[src/rtl/gate_bist_ctrl.sv]
// BIST sequencer: drives patterns into a gate network, compacts responses in a 10-bit MISR.
// Optional GATE_BIST_COUNTER_EN: binary-counter pattern source instead of the default LFSR.
module gate_bist_ctrl #(
    parameter int PAT_W      = 18,
    parameter int RESP_W     = 10,
    parameter int CNT_W      = 16,
    parameter int SETTLE_CYC = 1
) (
    input  logic              clk,
    input  logic              rst,
    input  logic              start,
    input  logic [CNT_W-1:0]  pat_count,
    input  logic [PAT_W-1:0]  seed,
    output logic [PAT_W-1:0]  pattern,
    input  logic [RESP_W-1:0] resp,
    output logic              busy,
    output logic              done,
    output logic [RESP_W-1:0] signature,
    output logic [CNT_W-1:0]  pat_idx
);

    typedef enum logic [2:0] {
        S_IDLE,
        S_LOAD,
        S_SETTLE,
        S_CAPTURE,
        S_DONE
    } state_t;

    localparam logic [3:0] SETTLE_LAST = 4'(SETTLE_CYC - 1);

    state_t            state_q, state_d;
    logic [PAT_W-1:0]  pattern_q, pattern_d;
    logic [RESP_W-1:0] sig_q, sig_d;
    logic [CNT_W-1:0]  idx_q, idx_d;
    logic [CNT_W-1:0]  cnt_q, cnt_d;
    logic [3:0]        settle_q, settle_d;
    logic [CNT_W-1:0]  idx_inc;

    function automatic logic [PAT_W-1:0] next_pattern(input logic [PAT_W-1:0] p);
`ifdef GATE_BIST_COUNTER_EN
        return p + PAT_W'(1);
`else
        return {p[PAT_W-2:0], p[PAT_W-1] ^ p[10]};
`endif
    endfunction

    // The LFSR locks up at zero, so a zero seed is nudged to 1 in that mode.
    function automatic logic [PAT_W-1:0] load_pattern(input logic [PAT_W-1:0] s);
`ifdef GATE_BIST_COUNTER_EN
        return s;
`else
        return (s == '0) ? PAT_W'(1) : s;
`endif
    endfunction

    function automatic logic [RESP_W-1:0] misr_step(input logic [RESP_W-1:0] s,
                                                     input logic [RESP_W-1:0] r);
        logic [RESP_W-1:0] n;
        n    = {s[RESP_W-2:0], s[RESP_W-1]} ^ r;
        n[7] = n[7] ^ s[RESP_W-1];
        return n;
    endfunction

    assign idx_inc = idx_q + CNT_W'(1);

    always_comb begin
        state_d   = state_q;
        pattern_d = pattern_q;
        sig_d     = sig_q;
        idx_d     = idx_q;
        cnt_d     = cnt_q;
        settle_d  = settle_q;
        unique case (state_q)
            S_IDLE: begin
                if (start) begin
                    state_d = S_LOAD;
                end
            end
            S_LOAD: begin
                pattern_d = load_pattern(seed);
                sig_d     = '0;
                idx_d     = '0;
                cnt_d     = pat_count;
                settle_d  = '0;
                state_d   = (pat_count == '0) ? S_DONE : S_SETTLE;
            end
            S_SETTLE: begin
                if (settle_q == SETTLE_LAST) begin
                    settle_d = '0;
                    state_d  = S_CAPTURE;
                end else begin
                    settle_d = settle_q + 4'd1;
                end
            end
            S_CAPTURE: begin
                sig_d = misr_step(sig_q, resp);
                idx_d = idx_inc;
                if (idx_inc == cnt_q) begin
                    state_d = S_DONE;
                end else begin
                    pattern_d = next_pattern(pattern_q);
                    state_d   = S_SETTLE;
                end
            end
            S_DONE: begin
                state_d = S_IDLE;
            end
            default: begin
                state_d = S_IDLE;
            end
        endcase
    end

    always_ff @(posedge clk) begin
        if (rst) begin
            state_q   <= S_IDLE;
            pattern_q <= '0;
            sig_q     <= '0;
            idx_q     <= '0;
            cnt_q     <= '0;
            settle_q  <= '0;
        end else begin
            state_q   <= state_d;
            pattern_q <= pattern_d;
            sig_q     <= sig_d;
            idx_q     <= idx_d;
            cnt_q     <= cnt_d;
            settle_q  <= settle_d;
        end
    end

    assign pattern   = pattern_q;
    assign signature = sig_q;
    assign pat_idx   = idx_q;
    assign busy      = (state_q != S_IDLE);
    assign done      = (state_q == S_DONE);

endmodule

[config.mk]
export PLATFORM = sky130hd
export DESIGN_NAME = gate_bist_ctrl
export DESIGN_NICKNAME = d
export VERILOG_FILES = /design/src/rtl/gate_bist_ctrl.sv
export SDC_FILE = /design/constraint.sdc
export NUM_CORES = 1
export LEC_CHECK = 0
export ABC_AREA = 1
export BUFFER_PORTS_ARGS = -buffer_cell sky130_fd_sc_hd__buf_2
export CORE_MARGIN = 4
export CORE_UTILIZATION = 58
export CTS_CLUSTER_DIAMETER = 50
export DETAILED_ROUTE_END_ITERATION = 10
export PLACE_DENSITY_LB_ADDON = 0.1
export SLEW_MARGIN = 10
export SYNTH_ARGS = -nofsm -noshare
export SYNTH_HDL_FRONTEND = slang
export SYNTH_SLANG_ARGS = --single-unit
[constraint.sdc]
create_clock -name clk -period 4.05 [get_ports clk]
set_input_delay 0.81 -clock clk [delete_from_list [all_inputs] [get_ports clk]]
set_output_delay 0.81 -clock clk [all_outputs]
set_load 0.005 [all_outputs]
==> results.md <==
Run status:
- The flow ran to the end, and the final reports show no timing, DRC or antenna violations.

Worst hold path:
- The class of the worst hold path is flip-flop to flip-flop.
- In this run the most critical hold path is launched from cnt_q[12].

Power and ir drop:
- The worst voltage drop across the vdd grid is 0.311 mV.
- The share of power burned in registers is 0.458.
- Of the total power, the share spent switching nets is 0.304.
- The leakage power of the design is 2.08 nW.
- The cell internal power dissipation is 1.13 mW.
- For this design the ratio of total power to cell area is 367 mW/mm^2.
- The clock network power share is 0.350.
- The analysis attributes to net switching a power of 0.496 mW.
- The part of the total power dissipated in combinational logic is 0.192.

Synth:
- The count of different cell masters after synthesis is 32.
- Sorting the synthesized cells by area gives the leading types as dfxtp_1, nand2_1, a21oi_1.
- The mean area per synthesized cell is 6.43 sq um.
- The share of synthesized area in the top cell type comes to 0.359.
- The number of instances in the synthesized netlist is 581.
- The mapped cell area is 0.00374 sq mm.
- The most used flip-flop cell after synthesis is dfxtp_1.
- Yosys mapped a number of flops with a built-in enable equal to 0.
- When the netlist entered floorplanning its net count stood at 631.
- The count of state elements after synthesis is 67.
- The largest total area in the synthesized netlist belongs to dfxtp_1.
- The part of the Yosys area used for sequential elements is 0.359.
- Counting flops with an async set or reset pin after synthesis yields a share of 0.
- During synthesis, Yosys emitted a total of 0 warnings.

Setup path:
- The largest driver fanout on the critical path is 26.
- Data on the critical path arrives at its endpoint at 2720 ps.
- The type of element capturing the critical path is a flip-flop.
- Data on the critical path is required at its endpoint by 4340 ps.
- The type of the setup path with the least slack is flip-flop to flip-flop.
- The critical register-to-register path startpoint is pat_idx[1].
- The startpoint class of the critical path is a flip-flop.
- Tracing the worst setup path back leads to its startpoint at pat_idx[1].

Layout:
- In the final layout, the multi-input gates occupy 0.00208 sq mm.
- The sequential cell area is 0.00134 sq mm.
- At the end of the flow, the number of nets in the layout was 718.
- The total non-filler cell area in the finished layout is 0.00444 sq mm.
- The repair_antennas step left the layout with diodes totalling 0.
- The proportion of layout cells with a drive suffix above 1 is 0.207.
- The area added between synthesis and finish is 18.8%.
- The fill cell total of the finished layout is 524.
- The utilization after layout is 0.728.

Floorplan:
- The die is 88.3 um tall.
- The floorplan step defined a die boundary enclosing 0.00779 sq mm.
- The area of the core is 0.00610 sq mm.
- The chip width is 88.3 um.
- The initial utilization of the core area, before any placement, comes to 0.613.
- The number of ports placed on the die boundary is 93.
- The standard-cell row count is 28.

Global routing:
- The most congested layer reported by global routing is met2.
- The wire length of the first global-routing pass is 16200 um.
- The overall overflow remaining after global route is 0.
- The global routing usage on met1 is 0.359.
- The combined global-route utilization of all metal layers is 0.261.
- The number of global-route vias before repair is 3651.
- The number of antenna violations at the first check in global routing is 0.
- For met3 alone, demand over resource in global routing was 0.0596.
- The pin count of the biggest net entering global routing is 45.
- The met2 global-route usage is 0.406.

Clock network:
- The CTS tree is done.
- The buffer count from post-CTS setup fixing is 0.
- The maximum level of the CTS H-tree is 3.
- The clock passes through at most 2 buffers.
- The total number of clock tree sinks is 67.
- Gates resized during post-CTS repair numbered 0.
- After clock tree synthesis, the clock-pin slew on the worst setup and hold paths is 80 ps.
- The cell at the root of the clock tree is clkbuf_8.
- The later pin in the worst-skew pair is clocked with a latency of 350 ps.
- After clock tree synthesis, the flow added hold-fix buffers numbering 0.
- Buffers inserted during clock tree synthesis total 9.

STA:
- The final number of hold-violating endpoints came to 0.
- Across all hold checks on the routed design, the worst slack comes to 473 ps.
- Static timing analysis puts the maximum clock frequency at 0.412 GHz.
- For the pin with the worst max-slew slack, the measured transition is 780 ps.
- On the final layout, the worst clock skew is 9.18 ps.
- The number of pins with negative max-slew slack in the final report came to 0.
- Setup total negative slack on the finished layout was measured at 0 ps.
- In the finished design, the share of the clock period the worst path needs comes to 0.600.
- The relative max-transition margin is 0.479.
- The final count of negative-setup-slack endpoints is 0.
- Setup repair after global routing left no endpoint under its margin.
- The clock period minus worst slack is 2430 ps.

Placement:
- The placed instances occupy a cell area of 0.00424 sq mm.
- The half-perimeter wire length after detailed placement is 7240 um.
- Port buffering added 92 buffers.
- Routability-driven placement finished with a final weighted congestion of 0.952.

Routing:
- The number of nets with antenna violations after routing is 0.
- The number of DRC violations after detailed routing is 0.
- The post-detailed-route via-to-cell ratio is 5.34.
- The first routing iteration left 280 violations.
- In the final routed layout, each cell accounts on average for 13.0 um.
- The first-pass iteration count of the detailed router is 4.
- The number of vias in the routed layout is 3993.
- Wires add up to 9740 um.

Flow run:
- The total of max-cap violations is 0.
-- power groups by stage --
| stage | registers, mW | logic [mW] | clock network (mW) |
|---|---|---|---|
| 3_5_place_dp | 0.761 | 0.311 | 0 |
| 5_1_grt | 0.755 | 0.357 | 0.619 |
| 2_1_floorplan | 0.757 | 0.209 | 0 |
| 6_report | 0.747 | 0.313 | 0.571 |
| 4_1_cts | 0.747 | 0.313 | 0.579 |
| 3_3_place_gp | 0.760 | 0.303 | 0 |
-- critical path, cell delays in order (launching register included) --
cell and delay (ps):
dfxtp_1 410, ha_1 230, nand2_1 100, nor2_2 230, nand3_1 170, nand2_1 120, nand3_1 70, nand2_1 90
nand2_1 70, nor2_2 130, nand3_2 80, nand2_2 200, nand2_4 210, nand2_1 120, nand2_1 60, nor2_1 80
-- sequential cells by signal (all words and copies together) (netlist names) --
name       count
pattern       18
pat_idx       16
signature     10
cnt_q         16
state_q        3
settle_q       4
-- routing by layer --
metal  vias to the layer above  share of wire
li1                       2031              -
met1                      1801           0.45
met2                       148           0.46
met3                        13          0.075
met4                         0          0.014
met5                         -              0
-- stage by stage --
stage / total power, mW / worst slack (ps) / cells
3_5_place_dp: 1.07 / 1580 / 732
2_1_floorplan: 0.966 / 2080 / 581
5_1_grt: 1.73 / 1300 / 748
4_1_cts: 1.64 / 1640 / 748
6_report: 1.63 / 1620 / 748
3_3_place_gp: 1.06 / 1590 / 732
-- placed cells by master, fill, tap and decap left out, drive strengths merged --
cell,netlist,layout
a211oi,1,1
a21oi,52,52
a221oi,1,1
buf,4,96
bufinv,0,1
clkbuf,16,10
clkinv,3,5
clkinvlp,0,2
dfxtp,67,67
ha,3,3
inv,60,61
mux2i,4,4
nand2,187,187
nand3,42,42
nand3b,3,3
nand4,10,10
nor2,64,64
nor3,2,2
nor4,8,8
o21ai,33,33
o31ai,1,1
or2,5,5
xnor2,3,3
xor2,11,11
xor3,1,1
-- synthesized netlist by cell type, types with 2 or more instances --
cell type / count
mux2i_1: 4
nand2_1: 177
o21ai_0: 33
a21oi_1: 52
nand4_1: 10
or2_2: 4
nand3b_1: 3
buf_4: 2
xor2_1: 11
inv_2: 2
clkbuf_1: 16
nor2_1: 55
nand3_1: 41
inv_1: 58
nor3_1: 2
nor2_2: 7
nor2_4: 2
nor4_1: 8
clkinv_1: 3
ha_1: 3
nand2_2: 9
xnor2_1: 3
dfxtp_1: 67
-- final timing paths --
| kind | to | slack [ps] | cells past startpoint |
|---|---|---|---|
| hold / removal | cnt_q[12] | 470 | 2 |
| setup reg to reg | pattern[13] | 1620 | 15 |
| setup / recovery | pattern[13] | 1620 | 15 |
| hold reg to reg | cnt_q[12] | 470 | 2 |
-- area by class of cell --
| cell class | count | share of cell area |
|---|---|---|
| Sequential cell | 67 | 0.302 |
| Tap cell | 75 | 0.0211 |
| Clock buffer | 10 | 0.0310 |
| Timing Repair Buffer | 96 | 0.110 |
| Multi-Input combinational cell | 431 | 0.468 |
| Inverter | 63 | 0.0533 |
| Clock inverter | 6 | 0.0144 |
-- cells by family (layout without fill, tap and decap cells) --
logic type | after synthesis | in the layout | share of synthesized area
simple gates | 321 | 321 | 0.373
compound gates | 88 | 88 | 0.120
buf+inv | 83 | 175 | 0.0877
flops | 67 | 67 | 0.359
xor+xnor | 15 | 15 | 0.0392
mux | 4 | 4 | 0.0107
fa+ha+maj | 3 | 3 | 0.0100
Note: power is estimated with default switching activity, not from simulation.
